===== src/rtl/id_ex_pipe_reg.sv =====
// ID/EX pipeline register with hold, bubble (NOP insert), flush and saturating bubble/flush counters.
// Latency: exactly 1 cycle from *_in to outputs; all outputs come straight from flops.
// Backpressure: hold freezes every output and both counters; flush overrides hold and loads a NOP.
module id_ex_pipe_reg #(
   parameter int DATA_W = 32,
   parameter int CNT_W  = 16
) (
   input  logic              clk,
   input  logic              rst,
   input  logic              hold,
   input  logic              bubble,
   input  logic              flush,
   input  logic              wb_en_in,
   input  logic              mem_read_in,
   input  logic              mem_write_in,
   input  logic [1:0]        branch_type_in,
   input  logic [3:0]        exe_cmd_in,
   input  logic [DATA_W-1:0] val1_in,
   input  logic [DATA_W-1:0] val2_in,
   input  logic [DATA_W-1:0] reg2_in,
   input  logic [4:0]        dest_in,
   input  logic [4:0]        src1_in,
   input  logic [4:0]        src2_in,
   input  logic [DATA_W-1:0] pc_in,
   input  logic              valid_in,
   output logic              wb_en,
   output logic              mem_read,
   output logic              mem_write,
   output logic [1:0]        branch_type,
   output logic [3:0]        exe_cmd,
   output logic [DATA_W-1:0] val1,
   output logic [DATA_W-1:0] val2,
   output logic [DATA_W-1:0] reg2,
   output logic [4:0]        dest,
   output logic [4:0]        src1,
   output logic [4:0]        src2,
   output logic [DATA_W-1:0] pc,
   output logic              valid,
   output logic [CNT_W-1:0]  bubble_cnt,
   output logic [CNT_W-1:0]  flush_cnt
);

   // A NOP is loaded when flush kills the slot, or when a bubble is inserted while not stalled.
   logic load_nop;
   logic load_new;
   logic bubble_hit;
   logic flush_hit;

   // Decode the per-edge update action in priority order flush > hold > bubble > load.
   always_comb begin
      load_nop   = flush | (~hold & bubble);
      load_new   = ~flush & ~hold & ~bubble;
      bubble_hit = ~flush & ~hold & bubble;
      flush_hit  = flush & valid_in;
   end

   // Pipeline register contents; control bits of an invalid instruction are suppressed.
   always_ff @(posedge clk) begin
      if (rst || load_nop) begin
         wb_en       <= 1'b0;
         mem_read    <= 1'b0;
         mem_write   <= 1'b0;
         branch_type <= 2'b00;
         exe_cmd     <= 4'b0000;
         val1        <= '0;
         val2        <= '0;
         reg2        <= '0;
         dest        <= '0;
         src1        <= '0;
         src2        <= '0;
         pc          <= '0;
         valid       <= 1'b0;
      end else if (load_new) begin
         wb_en       <= wb_en_in & valid_in;
         mem_read    <= mem_read_in & valid_in;
         mem_write   <= mem_write_in & valid_in;
         branch_type <= branch_type_in & {2{valid_in}};
         exe_cmd     <= exe_cmd_in;
         val1        <= val1_in;
         val2        <= val2_in;
         reg2        <= reg2_in;
         dest        <= dest_in;
         src1        <= src1_in;
         src2        <= src2_in;
         pc          <= pc_in;
         valid       <= valid_in;
      end
   end

   // Saturating performance counters; they stick at all-ones instead of wrapping.
   always_ff @(posedge clk) begin
      if (rst) begin
         bubble_cnt <= '0;
         flush_cnt  <= '0;
      end else begin
         if (bubble_hit && (bubble_cnt != {CNT_W{1'b1}}))
            bubble_cnt <= bubble_cnt + CNT_W'(1);
         if (flush_hit && (flush_cnt != {CNT_W{1'b1}}))
            flush_cnt <= flush_cnt + CNT_W'(1);
      end
   end

endmodule


===== config.mk =====
export PLATFORM = sky130hd
export DESIGN_NAME = id_ex_pipe_reg
export DESIGN_NICKNAME = d
export VERILOG_FILES = /design/src/rtl/id_ex_pipe_reg.sv
export SDC_FILE = /design/constraint.sdc
export NUM_CORES = 1
export LEC_CHECK = 0
export BUFFER_PORTS_ARGS = -buffer_cell sky130_fd_sc_hd__buf_2
export CAP_MARGIN = 10
export CORE_AREA = 2 2 134 136
export CTS_BUF_LIST = sky130_fd_sc_hd__clkbuf_2
export DETAILED_ROUTE_END_ITERATION = 10
export DIE_AREA = 0 0 136 138
export GPL_ROUTABILITY_DRIVEN = 0
export MAX_ROUTING_LAYER = met4
export PLACE_DENSITY = 0.71
export SLEW_MARGIN = 10
export SYNTH_ARGS = -nofsm -noshare
export SYNTH_HDL_FRONTEND = slang
export SYNTH_SLANG_ARGS = --single-unit

===== constraint.sdc =====
create_clock -name clk -period 2.1 [get_ports clk]
set_clock_uncertainty 0.1 [all_clocks]
set_input_delay 0.42 -clock clk [delete_from_list [all_inputs] [get_ports clk]]
set_output_delay 0.42 -clock clk [all_outputs]
set_load 0.05 [all_outputs]

Word-level counts from Yosys, hierarchy flattened. Index checks and enable logic that the tools add are counted.

Bits in registers: 185. Bits of input ports: 158. Output and inout port bits: 185.

Eq/ne operators: 2. Add/subtract/negate cells: 2. Reductions and logical operators: 3. Bitwise operators: 13.

Operators with widths (count): adder 16 x 1 -> 16 bit (second input constant) (2); != test 16 bit (second input constant) (2); bitwise AND 1 bit (8); NOT 1 bit (3); bitwise AND 2 bit (1); logical AND 1 bit (2); logical OR 1 bit (1); bitwise OR 1 bit (1).

Logic depth before layout (Yosys ltp). Gate-level depths: netlist (run 1).

Depth after elaboration: 4. Mapped depth: 7. Gate-level depth less buffers: 5.

Least setup slack after synthesis (run 1). Ideal clock, no wire load.

Path type: register to register. Start point: register bubble_cnt[0]. End point: register bubble_cnt[1]. Data required time: 1.930 ns. Slack: -0.233 ns. Stages on the path, launching flop included: 7. Arrival: 2.163 ns. Setup time: 0.070 ns. Path buffers: 1. Cell sequence: dfxtp_1 -> ha_1 -> nand3_1 -> nor4_1 -> clkbuf_1 -> o21ai_0 -> a21oi_1.

Longest elaborated chain between the ends: 2. Elaborated cells between the ends (all ways): 3. Classes of those cells: 1 x add/sub; 1 x eq/ne; 1 x reduce/logical.

RTL lines: from (decl) (RTL line 39) `output logic [CNT_W-1:0] bubble_cnt,`; from (signal assigned) (RTL line 97) `bubble_cnt <= bubble_cnt + CNT_W'(1);`; branches (longest 2 deep; another with adder 16 x 1 -> 16 bit).

Parallel ways; which one is timed is not known. A chain may end at the register's enable or synchronous reset.

Worst setup path after layout (run 1).
Start point: input hold. End point: register branch_type[0].

Longest elaborated chain between the ends: 4. Elaborated cells between the ends (all ways): 6. Classes of those cells: 5 x bitwise; 1 x reduce/logical.

RTL lines: from (decl) (RTL line 10) `input logic hold,`; NOT 1 bit * (RTL line 51, 52); bitwise AND 1 bit (RTL line 51) `load_nop = flush | (~hold & bubble);`; bitwise OR 1 bit (RTL line 51); logical OR 1 bit (RTL line 59) `if (rst || load_nop) begin`; to (signal assigned) (RTL line 77) `branch_type <= branch_type_in & {2{valid_in}};`; to (decl) (RTL line 29) `output logic [1:0] branch_type,`.

Every way passes the cells marked *; elsewhere a longest branch is shown, timed or not.

==> qor.yml, run 1 <==
placed_design:
  dp_hpwl_um: 14500
  dpl-instance-area_um2: 8980
  io_buffers: 342
  dp.cells: 1405
  dp_worst_setup_slack_ns: -0.151
synth:
  netlist_instances: 867
  yosys-top-cells-area: "dfxtp_1 (54%), nand2_1 (17%), a21oi_1 (13%), clkbuf_1 (3.1%), o31ai_1 (1.2%)"
  yosysSeqAreaShare_pct: 54.0
  synth_flop_cell: "dfxtp_1"
  postSynthNetCount: 1027
  yosysWarningCount: 0
  synth_area_um2: 6860
  ys_ff_latch: 185
  synth_edf_count: 0
  ys_top_cells_by_count: "nand2_1 (308), dfxtp_1 (185), a21oi_1 (173), clkbuf_1 (57), nand3_1 (15)"
  synth_top_cell_by_area: "dfxtp_1"
  syn_area_per_cell_um2: 7.91
  netlist.area_leader.share_pct: 54.0
  async_flop_share_pct: 0
  ys_types: 38
  yosysMostFrequentCell: "nand2_1"
floorplanning:
  die-width_um: 136
  die_h_um: 138
  die-area_um2: 18800
  coreArea_um2: 17500
  boundaryPins: 343
  initial_core_util_pct: 39.1
  rows: 49
global_route:
  grt_overflow_total: 0
  grt_antenna_before_repair: 3
  grt_pass1_vias: 8045
  grt_pass1_wl_um: 38200
  track_usage_pct: 25.8
  grt_max_degree: 87
finish:
  final_cells: 1605
  nNetsFinal: 1520
  areaGrowthSynthToFinish_pct: 59.7
  fin_area_um2: 11000
  n_fill_cell: 1415
  drive_gt1_share_pct: 32.1
setup_path:
  path_delay_family: "buffers and inverters"
  end_kind: "flop"
  crit_cells: 9
  cp.arrival_ns: 2.64
  cp.required_ns: 2.67
  r2r-end: "bubble_cnt[15]"
  crit_path_max_fanout: 8
  crit_type: "in2reg"
  cp-start-kind: "input pin"
  worst-path-buf-inv: 6
  critPathSlowestCell: "dlygate4sd3_1"
  timing.rr.start: "bubble_cnt[4]"
  r2r_slack_ns: 0.13
  critPathMaxStageDelay_ns: 0.56
  crit_chain: "dlygate4sd3_1 -> buf_2 -> buf_4 -> nor3_4 -> buf_6 -> buf_4 -> nand3_1 -> dlygate4sd3_1 -> a21oi_1"
  reg2regPathDepth: 4
clocking:
  cts_buffers: 17
  clk_latency_ns: 0.74
  htreeDepth: 4
  cts_sinks: 185
  cts-root-buf: "clkbuf_2"
  cts_buffer_depth: 2
  clkSlewWorstSetupHoldPaths_ns: 0.29
  cts_tree: "done"
pwr:
  power_mw: 6.12
  pwr_density_cell_nw_per_um2: 559
  peakVddDrop_mv: 0.381
  leakagePower_nw: 4.65
run:
  cap_violations: 0
timing:
  rsz0062_at_grt: "yes"
  setup_viol: 0
  final.setup.tns_ns: 0
  maxSlewHeadroom_pct: 67.1
  setup_ws_ns: 0.0278
  fmax_mhz: 483
  hold_viol_final: 0
  fin_crit_ns: 2.07
  post-route-period-util_pct: 98.7
  worstMarginPinSlew_ns: 0.491
  slew_violations: 0
routing:
  ant_nets: 0
  viasPerCell: 5.03
  num_vias: 8081
  post_drt_wl_per_cell_um: 15.3
  routed_wl_um: 24500
  drc: 0
  dr.pass1.iters: 5
  drt_iter0_drc: 429
run_status:
  status: "completed"
min_path:
  hp-class: "in2reg"
  worstHoldEndpoint: "val1[10]"
  holdPathStages: 6
  hp-start: "bubble"
-- area by class of cell --
cell class                 instances  area (µm²)  area share [%]
inverter                           7        26.3           0.240
sequential                       185        3740            34.1
timing repair buffer             534        3730            34.1
clock buffer                      17        85.1           0.777
tap                              229         287            2.62
multi-input combinational        615        2940            26.9
clock inverter                    15         134            1.22
antenna                            3        7.51          0.0685
-- placed cells by master (no fill, tap or decap), drive strengths merged, types with 2 or more instances in the layout --
master,netlist,final
nor4b,2,2
nand2,308,308
nor4,7,7
inv,7,13
nor3,6,6
nand4,12,12
or3,9,9
o21ai,10,10
clkbuf,57,30
o31ai,11,11
dlygate4sd3,0,162
nand3,15,15
dfxtp,185,185
clkinv,0,8
ha,2,2
or2,3,3
mux2,5,5
a31oi,3,3
nor2,13,13
a21oi,173,173
or4,11,11
buf,3,359
and3,4,4
nor2b,5,5
diode,0,3
and4,3,3
nand2b,2,2
a311oi,2,2
-- worst register-to-register path: stages (launching register included) --
cell and delay, ns:
dfxtp_1 0.49, nand4_1 0.22, or3_4 0.49, nor4b_2 0.24, mux2_1 0.35
-- flip-flops by register name, indices dropped and copies added, names as in the netlist --
name,count
exe_cmd,4
reg2,32
mem_write,1
wb_en,1
dest,5
flush_cnt,16
mem_read,1
src2,5
src1,5
bubble_cnt,16
val1,32
branch_type,2
val2,32
valid,1
pc,32
-- how the worst max path moves through the flow --
stage | from | slack [ns] | to
finish | hold | 0.03 | branch_type[0]
global route | bubble_cnt[0] | 0.0004 | bubble_cnt[1]
CTS | bubble_cnt[6] | 0.0008 | bubble_cnt[6]
detailed placement | hold | -0.15 | bubble_cnt[15]
global placement | hold | -0.1 | bubble_cnt[15]
floorplan | flush | -0.16 | bubble_cnt[15]
-- per-stage QoR --
stage	hold slack, ns	util [%]
after floorplan	0.456	-
after CTS	0.0816	61.9
final	0.137	62.5
after global routing	0.0669	62.5
after detailed placement	0.343	51.2
after global placement	0.337	51.2
-- cells by family after synthesis --
logic type,count (synthesis),synth area share [%]
AO/OA/AOI/OAI,203,15.6
XOR/XNOR,1,0.128
adder cells (fa/ha/maj),2,0.365
buffers and inverters,67,3.81
flip-flops,185,54.0
multiplexers,6,0.967
AND/OR/NAND/NOR,403,25.1
-- power by group --
| group | total [mW] | switching [mW] | internal [mW] |
|---|---|---|---|
| sequential | 3.58 | 0.0196 | 3.56 |
| combinational | 0.828 | 0.427 | 0.401 |
| clock | 1.72 | 1.36 | 0.361 |
| total | 6.12 | 1.80 | 4.32 |
-- timing repair --
item	in CTS	in global routing
setup endpoints to repair	13	25
endpoints found under the hold margin	175	0
hold buffers	162	0
pin swaps	0	1
gates resized for setup	16	25
buffers inserted	0	2
cloned	0	1
-- metal layers --
metal	share of wire (%)	vias to the layer above	routed length, µm	track usage [%]
met4	3.3	0	811	11.5
met1	39	3746	9520	27.9
met3	8.4	69	2050	6.71
met2	49	368	12100	44.2
li1	-	3898	-	-
met5	0	-	0	-
No activity file was read; power rests on OpenSTA's default activity.
==> inputs of run 2 (changes only) <==
--- a/config.mk
+++ b/config.mk
@@ -7,13 +7,16 @@
 export LEC_CHECK = 0
 export BUFFER_PORTS_ARGS = -buffer_cell sky130_fd_sc_hd__buf_2
 export CAP_MARGIN = 10
-export CORE_AREA = 2 2 134 136
+export CELL_PAD_IN_SITES_DETAIL_PLACEMENT = 0
+export CELL_PAD_IN_SITES_GLOBAL_PLACEMENT = 1
+export CORE_ASPECT_RATIO = 1.1
+export CORE_MARGIN = 2
+export CORE_UTILIZATION = 29
 export CTS_BUF_LIST = sky130_fd_sc_hd__clkbuf_2
 export DETAILED_ROUTE_END_ITERATION = 10
-export DIE_AREA = 0 0 136 138
 export GPL_ROUTABILITY_DRIVEN = 0
 export MAX_ROUTING_LAYER = met4
-export PLACE_DENSITY = 0.71
+export PLACE_DENSITY = 0.74
 export SLEW_MARGIN = 10
 export SYNTH_ARGS = -nofsm -noshare
 export SYNTH_HDL_FRONTEND = slang
==> qor.yml, run 2 (synthesized netlist as in run 1, its figures left out) <==
placed_design:
  dpl-instance-area_um2: 9150  # +1.9%
  io_buffers: 342  # unchanged
  dp.cells: 1489  # +6.0%
  dp_hpwl_um: 15600  # +7.5%
routing:
  routed_wl_um: 24500  # about the same
  drc: 0  # unchanged
  num_vias: 7947  # -1.7%
  drt_iter0_drc: 309  # -28%
  ant_nets: 0  # unchanged
  dr.pass1.iters: 4  # -1
  post_drt_wl_per_cell_um: 14.2  # -7.0%
  viasPerCell: 4.60  # -8.6%
floorplanning:
  initial_core_util_pct: 29.2  # -9.9 points
  die-area_um2: 24900  # +33%
  rows: 59  # +20%
  coreArea_um2: 23500  # +34%
  die-width_um: 151  # +11%
  boundaryPins: 343  # unchanged
  die_h_um: 165  # +20%
finish:
  layout_commonest_cell: "nand2_1"
  fin_area_um2: 11700  # +7.2%
  mostFrequentLayoutCells: "nand2_1 (308), buf_2 (236), dlygate4sd3_1 (194)"
  final_util_pct: 50.0  # -12 points
  areaGrowthSynthToFinish_pct: 71.3
  n_fill_cell: 2222  # +57%
  nNetsFinal: 1564  # +2.9%
  final_cells: 1726  # +7.5%
  drive_gt1_share_pct: 33.6  # +1.5 points
clocking:
  cts_buffer_depth: 2  # unchanged
  clk_latency_ns: 0.73  # about the same
  cts_tree: "done"
  htreeDepth: 4  # unchanged
  cts_sinks: 185  # unchanged
  clkSlewWorstSetupHoldPaths_ns: 0.28  # about the same
  cts_buffers: 17  # unchanged
  cts-root-buf: "clkbuf_2"
timing:
  fmax_mhz: 477  # -1.2%
  worstMarginPinSlew_ns: 0.502  # +0.0118 ns
  setup_viol: 0  # unchanged
  final.setup.tns_ns: 0  # unchanged
  holdWs_ns: 0.139  # +0.00146 ns
  fin_crit_ns: 2.10  # +0.0256 ns
  maxSlewHeadroom_pct: 66.2  # -0.92 points
  post-route-period-util_pct: 99.9  # +1.2 points
  slew_violations: 0  # unchanged
  hold_viol_final: 0  # unchanged
setup_path:
  cp-start-kind: "input pin"
  crit_chain: "buf_2 -> buf_4 -> nor3_4 -> buf_4 -> buf_4 -> nand3_1 -> dlygate4sd3_1 -> a21oi_1 -> dlygate4sd3_1"
  cp.required_ns: 2.69  # +0.02 ns
  cpMostUsedCell: "buf_4"
  crit_start: "hold"
  reg2regPathDepth: 5  # +1
  r2r_slack_ns: 0.17  # +0.04 ns
  timing.rr.start: "bubble_cnt[5]"
  end_kind: "flop"
  crit_path_max_fanout: 5  # -3
  crit_type: "in2reg"
  cp.arrival_ns: 2.69  # +0.05 ns
  critPathSlowestCell: "dlygate4sd3_1"
  critPathMaxStageDelay_ns: 0.57  # about the same
  cp-endpoint: "mem_read"
  r2r-end: "bubble_cnt[11]"
run_status:
  status: "completed"
pwr:
  switchingPower_mw: 1.84  # +2.2%
  p_int_mw: 4.34  # +0.55%
  peakVddDrop_mv: 0.309  # -19%
  leakagePower_nw: 4.91  # +5.6%
  sw_frac_of_total_pct: 29.8  # +0.34 points
  comb_power_share_pct: 13.5  # about the same
  pwr_density_cell_nw_per_um2: 527  # -5.8%
  p_seq_share_pct: 57.7  # -0.7 points
  clkPwrFrac_pct: 28.8  # +0.7 points
min_path:
  hp-class: "in2reg"
global_route:
  track_usage_pct: 19.1  # -6.8 points
  grt_antenna_before_repair: 1  # -2
  grt_overflow_total: 0  # unchanged
  grt_pass1_vias: 7621  # -5.3%
  grt_pass1_wl_um: 37200  # -2.6%
  grt_max_degree: 74  # -15%
run:
  cap_violations: 0  # unchanged
==> run 2: cell count changes in the layout (fill, tap and decap cells not counted), moves of 2 or more <==
cell	before	now
clkinv_2	3	0
buf_4	31	53
buf_2	318	236
dfxtp_2	23	41
buf_12	7	9
buf_8	0	3
dlygate4sd3_1	162	194
dfxtp_1	161	136
dfxtp_4	1	8
clkbuf_4	12	80
==> run 2: worst max-delay path: cells and delay by family <==
family | cells | cell delay (ns)
AO/OA/AOI/OAI | 1 | 0.14
AND/OR/NAND/NOR | 2 | 0.37
buffers and inverters | 6 | 1.75
==> run 2: through the flow <==
stage | worst slack (ns) | power [mW]
6_report | 0.00223 | 6.19
3_3_place_gp | -0.122 | 4.22
2_1_floorplan | -0.160 | 3.94
5_1_grt | -0.0128 | 6.54
4_1_cts | 0.000229 | 6.31
3_5_place_dp | -0.133 | 4.22
==> run 2: final cells by class <==
cell class	instances	area [µm²]	area share [%]
antenna	4	10.0	0.0852
clock buffer	18	90.1	0.767
clock inverter	14	134	1.14
inverter	7	26.3	0.224
multi-input combinational	615	2940	25.0
sequential	185	3780	32.2
tap	305	382	3.25
timing repair buffer	578	4380	37.3
==> run 2: how the worst min path moves through the flow <==
stage / from / end / cells past startpoint
2_1_floorplan: dest_in[0] / dest[0] / 2
3_3_place_gp: mem_write / mem_write / 2
3_5_place_dp: reg2[6] / reg2[6] / 2
4_1_cts: flush / flush_cnt[2] / 5
5_1_grt: flush / flush_cnt[2] / 5
6_report: flush / flush_cnt[2] / 5
==> run 2: repair_timing <==
action,4_1_cts,5_1_grt
hold buffers,194,0
endpoints found under the hold margin,165,0
setup buffers,2,6
gates resized for setup,37,125
endpoints found under the setup margin,24,102
gates cloned,0,0
==> run 2: power by group through the flow <==
stage	Sequential (mW)	Clock [mW]	Combinational (mW)
3_5_place_dp	3.64	0	0.581
4_1_cts	3.58	1.91	0.824
3_3_place_gp	3.64	0	0.580
6_report	3.57	1.78	0.836
2_1_floorplan	3.76	0	0.182
5_1_grt	3.58	2.06	0.902
==> run 2: metal layers <==
metal	up-vias	part of all wire (%)	track usage [%]
li1	3995	-	-
met1	3641	43	22.8
met2	280	48	31.3
met3	31	6.9	5.41
met4	0	2.0	5.61
met5	-	0	-
==> inputs of run 3 (changes only) <==
==> constraint.sdc (replaced) <==
create_clock -name clk -period 2.1 [get_ports clk]
set_clock_uncertainty 0.1 [all_clocks]
set_input_delay 0.42 -clock clk [delete_from_list [all_inputs] [get_ports clk]]
set_output_delay 0.42 -clock clk [all_outputs]
set_load 0.01 [all_outputs]
==> qor.yml, run 3 (synthesized netlist as in run 1, its figures left out) <==
setup_path:
  crit_type: "in2reg"
  r2r_slack_ns: 0.15  # -0.02 ns
  timing.rr.start: "bubble_cnt[4]"
  critPathMaxStageDelay_ns: 0.58  # about the same
  crit_path_max_fanout: 15  # +10
  reg2regPathDepth: 4  # -1
  critPathSlowestCell: "dlygate4sd3_1"
  path_delay_family: "buffers and inverters"
  cp.required_ns: 2.63  # -0.06 ns
  cp-start-kind: "input pin"
  crit_chain: "dlygate4sd3_1 -> buf_2 -> buf_4 -> or3_4 -> buf_4 -> nand2_1 -> a21oi_1 -> dlygate4sd3_1"
  worst-path-buf-inv: 5  # -1
  r2r-end: "bubble_cnt[11]"
  end_kind: "flop"
  cp.arrival_ns: 2.68  # about the same
clocking:
  clkSlewWorstSetupHoldPaths_ns: 0.30  # +0.02 ns
  cts_buffer_depth: 2  # unchanged
  htreeDepth: 4  # unchanged
  cts_buffers: 17  # unchanged
  cts-root-buf: "clkbuf_2"
  cts_tree: "done"
  cts_sinks: 185  # unchanged
  clk_latency_ns: 0.73  # about the same
finish:
  final_util_pct: 47.3  # -2.8 points
  layout_commonest_cell: "buf_2"
  mostFrequentLayoutCells: "buf_2 (342), nand2_1 (308), dfxtp_1 (178)"
  ff_latch_area_um2: 3710  # -1.9%
  drive_gt1_share_pct: 31.7  # -1.9 points
  multi_input_area_um2: 2930  # -0.17%
  areaGrowthSynthToFinish_pct: 61.8
  n_fill_cell: 2315  # +4.2%
  nNetsFinal: 1539  # -1.6%
run_status:
  violations: "negative setup slack"
  status: "finished, violations left"
routing:
  post_drt_wl_per_cell_um: 14.4  # +1.3%
  drc: 0  # unchanged
  viasPerCell: 4.63  # +0.57%
  routed_wl_um: 24400  # -0.41%
  drt_iter0_drc: 304  # -1.6%
  dr.pass1.iters: 5  # +1
  ant_nets: 0  # unchanged
  num_vias: 7853  # -1.2%
timing:
  setup_ws_ns: -0.0446  # -0.0468 ns
  hold_viol_final: 0  # unchanged
  setup_viol: 1  # +1
  slew_violations: 0  # unchanged
  final.setup.tns_ns: -0.0446  # -0.0446 ns
  holdWs_ns: 0.193  # +0.0538 ns
  rsz0062_at_grt: "no"
  worstMarginPinSlew_ns: 0.454  # -0.0486 ns
  maxSlewHeadroom_pct: 69.5  # +3.3 points
  fmax_mhz: 466  # -2.2%
  fin_crit_ns: 2.14  # +0.0468 ns
  post-route-period-util_pct: 102  # +2.2 points
global_route:
  grt_overflow_total: 0  # unchanged
  grt_max_degree: 72  # -2.7%
  grt_pass1_vias: 7245  # -4.9%
  grt_pass1_wl_um: 36400  # -2.2%
  grt_antenna_before_repair: 1  # unchanged
  track_usage_pct: 18.8  # -0.27 points
pwr:
  leakagePower_nw: 4.75  # -3.3%
  peakVddDrop_mv: 0.346  # +12%
  pwr_density_cell_nw_per_um2: 548  # +4.1%
run:
  cap_violations: 0  # unchanged
floorplanning:
  coreArea_um2: 23500  # unchanged
  initial_core_util_pct: 29.2  # unchanged
  boundaryPins: 343  # unchanged
  die_h_um: 165  # unchanged
  die-width_um: 151  # unchanged
  rows: 59  # unchanged
  die-area_um2: 24900  # unchanged
min_path:
  hp-class: "in2reg"
  hp-start: "bubble"
  worstHoldEndpoint: "bubble_cnt[0]"
  holdPathStages: 5  # unchanged
placed_design:
  dp_worst_setup_slack_ns: -0.167  # -0.0339 ns
  io_buffers: 342  # unchanged
  dp_hpwl_um: 15700  # +1.2%
run 3: cell count changes in the layout (fill, tap and decap cells not counted), sizes merged, moves of 2 or more:
cell	delta
clkbuf	-80
buf	+87
dlygate4sd3	-33
clkinv	+2
inv	-2
diode	-3
run 3: worst register-to-register path: cells and delay by family (launching register included):
family	cells	cell delay, ns
compound gates	1	0.15
flops	1	0.48
simple gates	3	1.24
run 3: area by class of cell:
| type | count | area share (%) |
|---|---|---|
| timing repair buffer | 553 | 34.4 |
| tap | 305 | 3.44 |
| clock inverter | 13 | 1.25 |
| clock buffer | 17 | 0.766 |
| inverter | 7 | 0.237 |
| sequential | 185 | 33.4 |
| antenna | 1 | 0.0225 |
| multi-input combinational | 615 | 26.4 |
run 3: layer usage:
layer,vias up,part of all wire [%],GRT usage (%)
met5,-,0,-
met2,290,48,30.8
met1,3599,43,22.9
met4,0,1.7,5.18
li1,3937,-,-
met3,27,7.3,5.00
run 3: stage by stage:
stage               std cells  power [mW]  instance area (µm²)
floorplan                 867        3.84                 6870
global placement         1497        4.12                 9170
detailed placement       1497        4.12                 9170
CTS                      1688        6.19                11000
global route             1696        6.41                11100
finish                   1696        6.08                11100
run 3: worst max path at each step:
| stage | start | cells past startpoint | slack, ns | end |
|---|---|---|---|---|
| final | hold | 8 | -0.04 | pc[13] |
| after global routing | bubble_cnt[2] | 2 | 0.001 | bubble_cnt[2] |
| after CTS | flush_cnt[1] | 2 | 0.0003 | flush_cnt[1] |
| after detailed placement | hold | 5 | -0.17 | bubble_cnt[15] |
| after global placement | hold | 5 | -0.12 | bubble_cnt[11] |
| after floorplan | flush | 7 | -0.16 | bubble_cnt[15] |
run 3: report_power, final:
part	switching, mW	internal (mW)
logic	0.325	0.411
registers	0.0195	3.56
clock network	1.40	0.370
run 3: timing repair:
action / CTS / global route
gates resized for setup: 1 / 9
hold endpoints to repair: 164 / 0
gates cloned: 0 / 1
pin swaps: 0 / 1
setup endpoints to repair: 1 / 13
buffers inserted: 0 / 6
hold buffers: 161 / 0
